===== config.mk =====
export PLATFORM = sky130hd
export DESIGN_NAME = wb_rr_arbiter_flat
export DESIGN_NICKNAME = d
export VERILOG_FILES = /design/src/rtl/wb_rr_arbiter_if.sv /design/src/rtl/wb_rr_arbiter.sv /design/src/flat_wrapper.sv
export SDC_FILE = /design/constraint.sdc
export NUM_CORES = 1
export LEC_CHECK = 0
export CORE_AREA = 2 2 111 113
export DETAILED_ROUTE_END_ITERATION = 8
export DIE_AREA = 0 0 113 115
export PLACE_DENSITY_LB_ADDON = 0.1
export SLEW_MARGIN = 20
export SYNTH_ARGS = -nofsm -noshare
export SYNTH_HDL_FRONTEND = slang
export SYNTH_SLANG_ARGS = --single-unit

===== constraint.sdc =====
create_clock -name wb_clk_i -period 1.8 [get_ports wb_clk_i]
set_clock_uncertainty 0.2 [all_clocks]
set_input_delay 0.18 -clock wb_clk_i [delete_from_list [all_inputs] [get_ports wb_clk_i]]
set_output_delay 0.18 -clock wb_clk_i [all_outputs]
set_load 0.02 [all_outputs]

===== src/rtl/wb_rr_arbiter_if.sv =====
// Bus bundle between N Wishbone masters, the round-robin arbiter and the shared slave.
// The slave modport is the arbiter's view; the master modport is the surrounding environment.
interface wb_rr_arbiter_if #(
  parameter int N = 2
);
  logic [N-1:0]    m_cyc_i;
  logic [N-1:0]    m_stb_i;
  logic [N-1:0]    m_we_i;
  logic [4*N-1:0]  m_sel_i;
  logic [32*N-1:0] m_adr_i;
  logic [32*N-1:0] m_dat_i;
  logic [N-1:0]    m_ack_o;
  logic [N-1:0]    m_err_o;
  logic [31:0]     m_dat_o;
  logic            s_cyc_o;
  logic            s_stb_o;
  logic            s_we_o;
  logic [3:0]      s_sel_o;
  logic [31:0]     s_adr_o;
  logic [31:0]     s_dat_o;
  logic            s_ack_i;
  logic [31:0]     s_dat_i;
  logic [N-1:0]    grant_o;
  logic            timeout_irq_o;

  modport slave (
    input  m_cyc_i, m_stb_i, m_we_i, m_sel_i, m_adr_i, m_dat_i, s_ack_i, s_dat_i,
    output m_ack_o, m_err_o, m_dat_o, s_cyc_o, s_stb_o, s_we_o, s_sel_o, s_adr_o,
           s_dat_o, grant_o, timeout_irq_o
  );

  modport master (
    output m_cyc_i, m_stb_i, m_we_i, m_sel_i, m_adr_i, m_dat_i, s_ack_i, s_dat_i,
    input  m_ack_o, m_err_o, m_dat_o, s_cyc_o, s_stb_o, s_we_o, s_sel_o, s_adr_o,
           s_dat_o, grant_o, timeout_irq_o
  );
endinterface


===== src/rtl/wb_rr_arbiter.sv =====
// N-master to 1-slave Wishbone B4 classic arbiter: round-robin per bus cycle, grant locked
// for the whole CYC, with a per-beat ACK watchdog that terminates stalled beats with ERR.
module wb_rr_arbiter #(
  parameter int N       = 2,
  parameter int TIMEOUT = 255
) (
  input  logic          wb_clk_i,
  input  logic          wb_rst_i,
  wb_rr_arbiter_if.slave bus
);

  localparam int GW = (N > 1) ? $clog2(N) : 1;
  localparam int WW = (TIMEOUT > 0) ? $clog2(TIMEOUT + 1) : 1;
  localparam logic [WW-1:0] WD_MAX = WW'(TIMEOUT);

  typedef enum logic {
    ST_IDLE,
    ST_GRANT
  } state_t;

  state_t        state_q;
  logic [N-1:0]  grant_q;
  logic [GW-1:0] last_q;   // doubles as the index of the current owner while in ST_GRANT
  logic [WW-1:0] wd_q;

  logic [N-1:0]  req;
  logic [GW-1:0] pick;
  logic          pick_vld;
  logic [3:0]    sel_arr [N];
  logic [31:0]   adr_arr [N];
  logic [31:0]   dat_arr [N];

  generate
    for (genvar gi = 0; gi < N; gi++) begin : g_unpack
      assign req[gi]     = bus.m_cyc_i[gi] & bus.m_stb_i[gi];
      assign sel_arr[gi] = bus.m_sel_i[4*gi +: 4];
      assign adr_arr[gi] = bus.m_adr_i[32*gi +: 32];
      assign dat_arr[gi] = bus.m_dat_i[32*gi +: 32];
    end
  endgenerate

  // Scan from farthest to nearest so the requester closest after last_q is the final winner.
  always_comb begin
    pick     = last_q;
    pick_vld = 1'b0;
    for (int i = N; i >= 1; i--) begin
      if (req[(int'(last_q) + i) % N]) begin
        pick     = GW'((int'(last_q) + i) % N);
        pick_vld = 1'b1;
      end
    end
  end

  logic granted;
  logic g_cyc;
  logic g_stb;
  logic stalled;
  logic expire;

  assign granted = (state_q == ST_GRANT);
  assign g_cyc   = granted & bus.m_cyc_i[last_q];
  assign g_stb   = granted & bus.m_stb_i[last_q];
  assign stalled = g_stb & ~bus.s_ack_i;
  // A same-cycle ACK removes the stall, so ACK always beats the watchdog.
  assign expire  = (TIMEOUT != 0) & stalled & (wd_q == WD_MAX);

  assign bus.s_cyc_o       = g_cyc;
  assign bus.s_stb_o       = g_stb & ~expire;
  assign bus.s_we_o        = granted & bus.m_we_i[last_q];
  assign bus.s_sel_o       = granted ? sel_arr[last_q] : 4'h0;
  assign bus.s_adr_o       = granted ? adr_arr[last_q] : 32'h0;
  assign bus.s_dat_o       = granted ? dat_arr[last_q] : 32'h0;
  assign bus.m_ack_o       = (g_stb & bus.s_ack_i) ? grant_q : '0;
  assign bus.m_err_o       = expire ? grant_q : '0;
  assign bus.m_dat_o       = expire ? 32'hDEADBEEF : (granted ? bus.s_dat_i : 32'h0);
  assign bus.grant_o       = grant_q;
  assign bus.timeout_irq_o = expire;

  always_ff @(posedge wb_clk_i or posedge wb_rst_i) begin
    if (wb_rst_i) begin
      state_q <= ST_IDLE;
      grant_q <= '0;
      last_q  <= GW'(N - 1);
      wd_q    <= '0;
    end else begin
      case (state_q)
        ST_IDLE: begin
          wd_q <= '0;
          if (pick_vld) begin
            state_q <= ST_GRANT;
            last_q  <= pick;
            grant_q <= N'(1) << pick;
          end
        end
        ST_GRANT: begin
          if (!stalled || expire) begin
            wd_q <= '0;
          end else if (wd_q != WD_MAX) begin
            wd_q <= wd_q + 1'b1;
          end
          if (!bus.m_cyc_i[last_q]) begin
            state_q <= ST_IDLE;
            grant_q <= '0;
          end
        end
        default: begin
          state_q <= ST_IDLE;
          grant_q <= '0;
        end
      endcase
    end
  end

endmodule

===== src/flat_wrapper.sv =====
// flat-port wrapper written by rule: the top's interface ports become plain ports
module wb_rr_arbiter_flat 
#(
  parameter int N       = 2,
  parameter int TIMEOUT = 255
)
  (wb_clk_i, wb_rst_i, bus_m_cyc_i, bus_m_stb_i, bus_m_we_i, bus_m_sel_i, bus_m_adr_i, bus_m_dat_i, bus_s_ack_i, bus_s_dat_i, bus_m_ack_o, bus_m_err_o, bus_m_dat_o, bus_s_cyc_o, bus_s_stb_o, bus_s_we_o, bus_s_sel_o, bus_s_adr_o, bus_s_dat_o, bus_grant_o, bus_timeout_irq_o);
  wb_rr_arbiter_if #(.N(N)) bus_i ();
  input  logic wb_clk_i;
  input  logic wb_rst_i;
  input wire logic [$bits(bus_i.m_cyc_i)-1:0] bus_m_cyc_i;
  input wire logic [$bits(bus_i.m_stb_i)-1:0] bus_m_stb_i;
  input wire logic [$bits(bus_i.m_we_i)-1:0] bus_m_we_i;
  input wire logic [$bits(bus_i.m_sel_i)-1:0] bus_m_sel_i;
  input wire logic [$bits(bus_i.m_adr_i)-1:0] bus_m_adr_i;
  input wire logic [$bits(bus_i.m_dat_i)-1:0] bus_m_dat_i;
  input wire logic [$bits(bus_i.s_ack_i)-1:0] bus_s_ack_i;
  input wire logic [$bits(bus_i.s_dat_i)-1:0] bus_s_dat_i;
  output wire logic [$bits(bus_i.m_ack_o)-1:0] bus_m_ack_o;
  output wire logic [$bits(bus_i.m_err_o)-1:0] bus_m_err_o;
  output wire logic [$bits(bus_i.m_dat_o)-1:0] bus_m_dat_o;
  output wire logic [$bits(bus_i.s_cyc_o)-1:0] bus_s_cyc_o;
  output wire logic [$bits(bus_i.s_stb_o)-1:0] bus_s_stb_o;
  output wire logic [$bits(bus_i.s_we_o)-1:0] bus_s_we_o;
  output wire logic [$bits(bus_i.s_sel_o)-1:0] bus_s_sel_o;
  output wire logic [$bits(bus_i.s_adr_o)-1:0] bus_s_adr_o;
  output wire logic [$bits(bus_i.s_dat_o)-1:0] bus_s_dat_o;
  output wire logic [$bits(bus_i.grant_o)-1:0] bus_grant_o;
  output wire logic [$bits(bus_i.timeout_irq_o)-1:0] bus_timeout_irq_o;
  assign bus_i.m_cyc_i = bus_m_cyc_i;
  assign bus_i.m_stb_i = bus_m_stb_i;
  assign bus_i.m_we_i = bus_m_we_i;
  assign bus_i.m_sel_i = bus_m_sel_i;
  assign bus_i.m_adr_i = bus_m_adr_i;
  assign bus_i.m_dat_i = bus_m_dat_i;
  assign bus_i.s_ack_i = bus_s_ack_i;
  assign bus_i.s_dat_i = bus_s_dat_i;
  assign bus_m_ack_o = bus_i.m_ack_o;
  assign bus_m_err_o = bus_i.m_err_o;
  assign bus_m_dat_o = bus_i.m_dat_o;
  assign bus_s_cyc_o = bus_i.s_cyc_o;
  assign bus_s_stb_o = bus_i.s_stb_o;
  assign bus_s_we_o = bus_i.s_we_o;
  assign bus_s_sel_o = bus_i.s_sel_o;
  assign bus_s_adr_o = bus_i.s_adr_o;
  assign bus_s_dat_o = bus_i.s_dat_o;
  assign bus_grant_o = bus_i.grant_o;
  assign bus_timeout_irq_o = bus_i.timeout_irq_o;
  wb_rr_arbiter #(.N(N), .TIMEOUT(TIMEOUT)) u_core (.wb_clk_i(wb_clk_i), .wb_rst_i(wb_rst_i), .bus(bus_i));
endmodule

==> results of run 1 <==
## cells by family (layout without fill, tap and decap cells)
family                     Yosys count  in the layout  share of synthesized area (%)
buffers and inverters               30            369                          7.401
and+or+nand+nor                    130            130                          25.87
muxes                               71             71                          34.18
xor gates and xnor gates             3              3                          1.264
AOI/OAI and AO/OA                   47             47                          16.19
adders and majority gates            1              1                         0.6016
DFF                                 12             12                          14.50
## path summary, 6_finish.rpt
check                           slack (ns)  depth (start not counted)                           endpoint                         startpoint
max in group asynchronous             0.98                          2          u_core.last_q$_DFFE_PP1P_                           wb_rst_i
worst min register to register        0.38                          1  u_core.bus.grant_o[0]$_DFFE_PP0P_  u_core.bus.grant_o[0]$_DFFE_PP0P_
min in group wb_clk_i                 0.38                          1  u_core.bus.grant_o[0]$_DFFE_PP0P_  u_core.bus.grant_o[0]$_DFFE_PP0P_
worst min-delay path                  0.06                          2         u_core.wd_q[1]$_DFFE_PP0P_                           wb_rst_i
worst max-delay path                 -0.42                          5                    bus_m_dat_o[12]          u_core.last_q$_DFFE_PP1P_
worst max register to register       -0.17                          6  u_core.bus.grant_o[1]$_DFFE_PP0P_          u_core.last_q$_DFFE_PP1P_
## area by class of cell
| class | instances | area, um^2 |
|---|---|---|
| repair buffers | 363 | 3538 |
| well taps | 147 | 183.9 |
| clock buffers | 4 | 88.84 |
| fillers | 1157 | 5665 |
| flip-flops and latches | 12 | 305.3 |
| inverters | 2 | 7.507 |
| multi-input cells | 252 | 2022 |
## sequential cells by signal (all words and copies together) (netlist names)
signal / flops
u_core.wd_q: 8
u_core.bus.grant_o: 2
u_core.granted: 1
u_core.last_q: 1
## cell usage after synthesis (all sizes together)
master	number	area, um^2
or3	4	30.03
nand3	3	20.02
o21a	1	7.510
and3	5	31.28
a21o	2	15.01
clkbuf	12	45.04
or4	1	7.510
buf	16	101.4
ha	1	12.51
a21oi	11	55.05
a31o	2	17.52
a211oi	1	7.510
xnor2	1	8.760
nor3	4	25.02
nor2	74	277.8
inv	2	7.510
o31ai	1	7.510
nand2	39	146.4
dfstp	1	26.28
dfrtp	11	275.3
xor2	2	17.52
o21ai	27	206.5
mux2i	71	710.7
a311oi	1	8.760
o2111a	1	11.26
## metrics by stage
stage / util [%] / cells / area (um^2) / setup slack [ns]
global placement: 46.48 / 730 / 5490 / -0.6921
detailed placement: 46.48 / 730 / 5490 / -0.7038
global route: 52.03 / 780 / 6146 / -0.4695
floorplan: - / 294 / 2307 / -0.06473
finish: 52.03 / 780 / 6146 / -0.4165
CTS: 49.39 / 761 / 5833 / -0.4464
## power by group
group	switching [W]	internal, W	total [W]
logic	0.00316	0.00322	0.00639
registers	0.0000553	0.000333	0.000389
clock network	0.000126	0.000336	0.000462
total	0.00334	0.00389	0.00724
## repair_timing
| item | in CTS | in global routing |
|---|---|---|
| endpoints found under the setup margin | 111 | 114 |
| setup buffers | 21 | 16 |
| cloned | 6 | 3 |
| pin swaps | 3 | 3 |
| gates resized for setup | 519 | 61 |
## worst register-to-register path, delay by kind of cell (launching register included)
kind,cells,cell delay (ns)
buffers and inverters,3,0.47
AO/OA/AOI/OAI,1,0.25
AND/OR/NAND/NOR,1,0.05
multiplexers,1,0.25
flip-flops,1,0.64
## per-layer routing
layer	vias to the layer above	wire length [um]
li1	1690	-
met1	1569	4674
met2	127	7651
met3	7	1059
met4	0	110
met5	-	0
==> impl_metrics.prom, run 1 <==
# TYPE chip_impl_metric gauge
chip_impl_metric{name="vias_in_the_first_global_route",unit=""} 3476
chip_impl_metric{name="power.density_cell_area",unit="mW/mm^2"} 1178
chip_impl_info{name="path_delay_family",value="flip-flops"} 1
chip_impl_metric{name="finalCriticalPeriod",unit="ns"} 2.217
chip_impl_metric{name="totalPowerFinal",unit="W"} 0.007238
chip_impl_metric{name="grt_use_met3",unit="%"} 5.430
chip_impl_metric{name="clock_sinks",unit=""} 12
chip_impl_info{name="layout.cells.most_common",value="clkdlybuf4s50_1"} 1
chip_impl_metric{name="synth.yosys.warnings",unit=""} 0
chip_impl_metric{name="post_route_cells_drive_above_1_share",unit="%"} 39.81
chip_impl_metric{name="power.static_leakage",unit="nW"} 2.750
chip_impl_info{name="violations",value="DRC, setup timing"} 1
chip_impl_metric{name="grt_util_all_layers",unit="%"} 18.80
chip_impl_metric{name="final.setup.worst_slack",unit="ns"} -0.4165
chip_impl_metric{name="worst_slew_pin_slew",unit="ns"} 0.5360
chip_impl_metric{name="ys_seq_area_share",unit="%"} 14.50
chip_impl_metric{name="global_route.usage.met2",unit="%"} 38.16
chip_impl_info{name="clock_tree_root_buffer_cell",value="clkbuf_16"} 1
chip_impl_info{name="rsz_0062_raised_after_global_routing",value="true"} 1
chip_impl_metric{name="io_buffer_count",unit=""} 286
chip_impl_info{name="crit_path_start_kind",value="register"} 1
chip_impl_info{name="critical_path_class",value="register to output port"} 1
chip_impl_metric{name="synth_seq_cells",unit=""} 12
chip_impl_metric{name="firstDrtPassIters",unit=""} 6
chip_impl_info{name="cts_tree",value="done"} 1
chip_impl_metric{name="fin_setup_tns",unit="ns"} -33.94
chip_impl_metric{name="numCtsBuffers",unit=""} 3
chip_impl_metric{name="cts_buffer_depth",unit=""} 2
chip_impl_metric{name="nNetsFinal",unit=""} 812
chip_impl_metric{name="cp_data_arrival_time",unit="ns"} 1.84
chip_impl_info{name="layout_common_cells",value="clkdlybuf4s50_1 (178), buf_4 (73), nor2_1 (70)"} 1
chip_impl_info{name="critical_path.cell_chain",value="mux2i_4 -> or3_4 -> buf_12 -> o21ai_4 -> buf_6"} 1
chip_impl_metric{name="fmaxAchievable",unit="MHz"} 451.2
chip_impl_metric{name="grt_first_pass_wirelength",unit="um"} 19000
chip_impl_metric{name="insertedDiodeCount",unit=""} 0
chip_impl_metric{name="avgViaCountPerCell",unit=""} 4.350
chip_impl_metric{name="max_cap_violations",unit=""} 0
chip_impl_info{name="status",value="complete, but fails checks"} 1
chip_impl_metric{name="synth_fp_nets",unit=""} 472
chip_impl_metric{name="num_io_pins",unit=""} 287
chip_impl_metric{name="finalSetupViolCount",unit=""} 110
chip_impl_metric{name="dp_hpwl",unit="um"} 10460
chip_impl_metric{name="drv_slew",unit=""} 0
chip_impl_metric{name="horiz_die_dim",unit="um"} 113
chip_impl_metric{name="detailedRoute.firstIterationViolations",unit=""} 84
chip_impl_metric{name="synth.avg_cell_area",unit="um^2"} 7.073
chip_impl_metric{name="core_area",unit="mm^2"} 0.01181
chip_impl_metric{name="syn-instance-count",unit=""} 294
chip_impl_metric{name="vdd_ir_drop_max",unit="V"} 0.0005317
chip_impl_metric{name="ant_nets",unit=""} 0
chip_impl_metric{name="clkSlewWorstSetupHoldPaths",unit="ns"} 0.04
chip_impl_metric{name="vias",unit=""} 3393
chip_impl_metric{name="hold_viol_final",unit=""} 0
chip_impl_metric{name="critPathRequiredTime",unit="ns"} 1.42
chip_impl_metric{name="die_h",unit="um"} 115
chip_impl_metric{name="slowest_delay",unit="ns"} 0.64
chip_impl_metric{name="routabilityCongestion",unit=""} 0.7459
chip_impl_metric{name="crit_buf_inv",unit=""} 2
chip_impl_metric{name="post-route-drc-count",unit=""} 9
chip_impl_info{name="cp-end-kind",value="output port"} 1
chip_impl_metric{name="hold_ws",unit="ns"} 0.06488
chip_impl_metric{name="htree_levels",unit=""} 1
chip_impl_info{name="grt-busiest-layer",value="met2"} 1
chip_impl_metric{name="area_growth_syn_to_layout",unit="%"} 195.5
chip_impl_metric{name="post_cts_hold_buffer_count",unit=""} 0
chip_impl_metric{name="synth_cell_types",unit=""} 31
chip_impl_info{name="timing.critical_path.slowest_stage_cell",value="dfstp_4"} 1
chip_impl_metric{name="final.period_utilization",unit="%"} 123.1
chip_impl_metric{name="number_of_antenna_violations_at_the_first_check_in_global_routing",unit=""} 0
chip_impl_info{name="min-delay-path-class",value="input port to asynchronous set/reset pin"} 1
chip_impl_metric{name="grtUsageMet1",unit="%"} 18.88
chip_impl_metric{name="worstPathMaxFanout",unit=""} 14
chip_impl_metric{name="grt_start_max_net_pins",unit=""} 52
chip_impl_metric{name="syn_area",unit="mm^2"} 0.002079
chip_impl_metric{name="totalWireLength",unit="um"} 13500
chip_impl_metric{name="clock_latency",unit="ns"} 0.24
chip_impl_metric{name="std_cell_rows",unit=""} 40
chip_impl_metric{name="relSlewSlack",unit="%"} 64.27
chip_impl_metric{name="remaining_global_route_overflow",unit=""} 0
chip_impl_metric{name="wl_per_cell",unit="um"} 17.30
chip_impl_metric{name="effective_utilization_at_floorplan",unit="%"} 17.61
chip_impl_metric{name="floorplan.die_area",unit="mm^2"} 0.01300
Power figures use the tool's default switching activity.
==> run 2: changes to the inputs <==
--- a/config.mk
+++ b/config.mk
@@ -8,6 +8,7 @@
 export CORE_AREA = 2 2 111 113
 export DETAILED_ROUTE_END_ITERATION = 8
 export DIE_AREA = 0 0 113 115
+export MAX_ROUTING_LAYER = met4
 export PLACE_DENSITY_LB_ADDON = 0.1
 export SLEW_MARGIN = 20
 export SYNTH_ARGS = -nofsm -noshare
==> run 2 against run 1 <==
The run still ends with DRC, setup timing left. Via count shrank 0.35%. Sequential cell count is the same. Worst setup slack gained 0.0015 ns. Sequential share of layout area is essentially flat. Clock power is essentially flat. Register-to-register slack is essentially flat. First-iteration DRC count shrank 7.1%. Largest cell class unchanged. Largest power group unchanged.
==> impl_metrics.prom, run 2 (synthesis gave the netlist of run 1 again) <==
# TYPE chip_impl_metric gauge
chip_impl_metric{name="drv_slew",unit=""} 0
chip_impl_metric{name="fmaxAchievable",unit="MHz"} 451.5
chip_impl_metric{name="routabilityCongestion",unit=""} 0.7554
chip_impl_metric{name="placement.cell_area",unit="mm^2"} 0.005490
chip_impl_metric{name="hold_viol_final",unit=""} 0
chip_impl_metric{name="clock_sinks",unit=""} 12
chip_impl_info{name="rsz_0062_raised_after_global_routing",value="true"} 1
chip_impl_info{name="crit_path_start_kind",value="register"} 1
chip_impl_info{name="layout.cells.most_common",value="clkdlybuf4s50_1"} 1
chip_impl_metric{name="finalCriticalPeriod",unit="ns"} 2.215
chip_impl_metric{name="insertedDiodeCount",unit=""} 0
chip_impl_metric{name="final.period_utilization",unit="%"} 123.1
chip_impl_metric{name="detailedRoute.firstIterationViolations",unit=""} 78
chip_impl_metric{name="power.density_cell_area",unit="mW/mm^2"} 1180
chip_impl_info{name="critical_path_class",value="register to output port"} 1
chip_impl_metric{name="max_cap_violations",unit=""} 0
chip_impl_metric{name="final.setup.worst_slack",unit="ns"} -0.4150
chip_impl_info{name="clock_tree_root_buffer_cell",value="clkbuf_16"} 1
chip_impl_info{name="cp-end-kind",value="output port"} 1
chip_impl_metric{name="effective_utilization_at_floorplan",unit="%"} 17.61
chip_impl_metric{name="total_switching_power",unit="W"} 0.003353
chip_impl_info{name="cts_tree",value="done"} 1
chip_impl_metric{name="grt_first_pass_wirelength",unit="um"} 18880
chip_impl_metric{name="grt_util_all_layers",unit="%"} 19.37
chip_impl_metric{name="cts_buffer_depth",unit=""} 2
chip_impl_metric{name="power.static_leakage",unit="nW"} 2.751
chip_impl_metric{name="number_of_antenna_violations_at_the_first_check_in_global_routing",unit=""} 0
chip_impl_info{name="regMostFlops",value="u_core.wd_q"} 1
chip_impl_metric{name="clock_latency",unit="ns"} 0.25
chip_impl_metric{name="htree_levels",unit=""} 1
chip_impl_metric{name="post-place-cells",unit=""} 730
chip_impl_metric{name="sequential_cell_area",unit="um^2"} 305.3
chip_impl_metric{name="floorplan.die_area",unit="mm^2"} 0.01300
chip_impl_metric{name="area_growth_syn_to_layout",unit="%"} 195.8
chip_impl_info{name="violations",value="DRC, setup timing"} 1
chip_impl_metric{name="die_h",unit="um"} 115
chip_impl_metric{name="post_route_cells_drive_above_1_share",unit="%"} 39.81
chip_impl_metric{name="power.sequential.fraction",unit="%"} 5.4
chip_impl_metric{name="p_sw_share",unit="%"} 46.20
chip_impl_metric{name="totalWireLength",unit="um"} 13490
chip_impl_metric{name="fillerInstances",unit=""} 1155
chip_impl_metric{name="wl_per_cell",unit="um"} 17.29
chip_impl_metric{name="final_design_area_no_fill",unit="mm^2"} 0.006152
chip_impl_metric{name="num_io_pins",unit=""} 287
chip_impl_metric{name="power.share.combinational",unit="%"} 88.2
chip_impl_metric{name="horiz_die_dim",unit="um"} 113
chip_impl_metric{name="core_area",unit="mm^2"} 0.01181
chip_impl_metric{name="avgViaCountPerCell",unit=""} 4.335
chip_impl_info{name="min-delay-path-class",value="input port to asynchronous set/reset pin"} 1
chip_impl_metric{name="std_cell_rows",unit=""} 40
chip_impl_metric{name="dp_hpwl",unit="um"} 10460
chip_impl_metric{name="nNetsFinal",unit=""} 812
chip_impl_metric{name="share_clk_of_total_power",unit="%"} 6.4
chip_impl_metric{name="io_buffer_count",unit=""} 286
chip_impl_metric{name="worst_slew_pin_slew",unit="ns"} 0.5320
chip_impl_info{name="status",value="complete, but fails checks"} 1
chip_impl_metric{name="firstDrtPassIters",unit=""} 6
chip_impl_info{name="layout_common_cells",value="clkdlybuf4s50_1 (178), buf_4 (73), nor2_1 (70)"} 1
chip_impl_metric{name="clkSlewWorstSetupHoldPaths",unit="ns"} 0.04
chip_impl_metric{name="relSlewSlack",unit="%"} 64.53
chip_impl_metric{name="ant_nets",unit=""} 0
chip_impl_metric{name="numCtsBuffers",unit=""} 3
chip_impl_metric{name="internal_power",unit="W"} 0.003905
chip_impl_metric{name="vias",unit=""} 3381
chip_impl_metric{name="finalSetupViolCount",unit=""} 110
chip_impl_metric{name="fin_cells",unit=""} 780
chip_impl_metric{name="remaining_global_route_overflow",unit=""} 0
chip_impl_metric{name="dpl_worst_slack",unit="ns"} -0.7038
chip_impl_metric{name="largest_register_ffs",unit=""} 8
chip_impl_metric{name="post_cts_hold_buffer_count",unit=""} 0
chip_impl_metric{name="cp_data_arrival_time",unit="ns"} 1.83
chip_impl_metric{name="vdd_ir_drop_max",unit="V"} 0.0005316
chip_impl_metric{name="worstPathMaxFanout",unit=""} 14
chip_impl_metric{name="critPathRequiredTime",unit="ns"} 1.42
chip_impl_metric{name="multi_input_comb_area",unit="mm^2"} 0.002022
chip_impl_metric{name="post-route-drc-count",unit=""} 9
chip_impl_metric{name="vias_in_the_first_global_route",unit=""} 3509
chip_impl_metric{name="grt_start_max_net_pins",unit=""} 52
## run 2: changes by cell type in the layout (fill, tap and decap cells not counted)
cell | previous run | this run
buf_2 | 44 | 43
buf_6 | 50 | 51
## run 2: final timing paths
kind | from | end | slack, ns | cells after the start
worst min register to register | u_core.bus.grant_o[0]$_DFFE_PP0P_ | u_core.bus.grant_o[0]$_DFFE_PP0P_ | 0.38 | 1
worst max-delay path | u_core.last_q$_DFFE_PP1P_ | bus_m_dat_o[12] | -0.41 | 5
min in group wb_clk_i | u_core.bus.grant_o[0]$_DFFE_PP0P_ | u_core.bus.grant_o[0]$_DFFE_PP0P_ | 0.38 | 1
max in group asynchronous | wb_rst_i | u_core.last_q$_DFFE_PP1P_ | 0.99 | 2
worst max register to register | u_core.last_q$_DFFE_PP1P_ | u_core.bus.grant_o[1]$_DFFE_PP0P_ | -0.17 | 6
worst min-delay path | wb_rst_i | u_core.wd_q[0]$_DFFE_PP0P_ | 0.06 | 2
## run 2: cell type report
| cell class | instances | share of cell area (%) |
|---|---|---|
| sequential | 12 | 4.962 |
| inverter | 2 | 0.1220 |
| multi-input combinational | 252 | 32.87 |
| timing repair buffer | 363 | 57.62 |
| clock buffer | 4 | 1.444 |
| tap | 147 | 2.990 |
## run 2: power by group through the flow
stage / logic (W) / registers [W] / clock network, W
finish: 0.00640 / 0.000389 / 0.000464
detailed placement: 0.00534 / 0.000379 / 0
global placement: 0.00533 / 0.000376 / 0
global route: 0.00677 / 0.000398 / 0.000488
floorplan: 0.00289 / 0.000383 / 0
CTS: 0.00584 / 0.000386 / 0.000471
## run 2: routing by layer
layer  vias to the layer above  part of all wire (%)  global-route usage, %
met5                         -                     0                      -
met4                         0                  0.93                  3.902
met2                       130                    56                  38.16
met1                      1552                    35                  19.04
met3                        10                   8.0                  5.113
li1                       1689                     -                      -
## run 2: stage by stage
| stage | util (%) | power, W | TNS [ns] | hold slack [ns] |
|---|---|---|---|---|
| finish | 52.09 | 0.007258 | -34.15 | 0.06168 |
| detailed placement | 46.48 | 0.005723 | -58.48 | 0.3428 |
| global route | 52.09 | 0.007654 | -40.97 | 0.1032 |
| floorplan | - | 0.003271 | -1.349 | -0.1560 |
| CTS | 49.39 | 0.006693 | -33.45 | 0.08131 |
| global placement | 46.48 | 0.005708 | -58.05 | 0.3367 |
## run 2: timing repair
item                       4_1_cts  5_1_grt
setup buffers                   21       16
pin swaps                        3        3
resized for setup              519       63
cloned                           6        3
setup endpoints to repair      111      114
## run 2: critical path: stages (launching register included)
cell	delay, ns
dfstp_4	0.64
mux2i_4	0.07
or3_4	0.38
buf_12	0.19
o21ai_4	0.16
buf_6	0.13
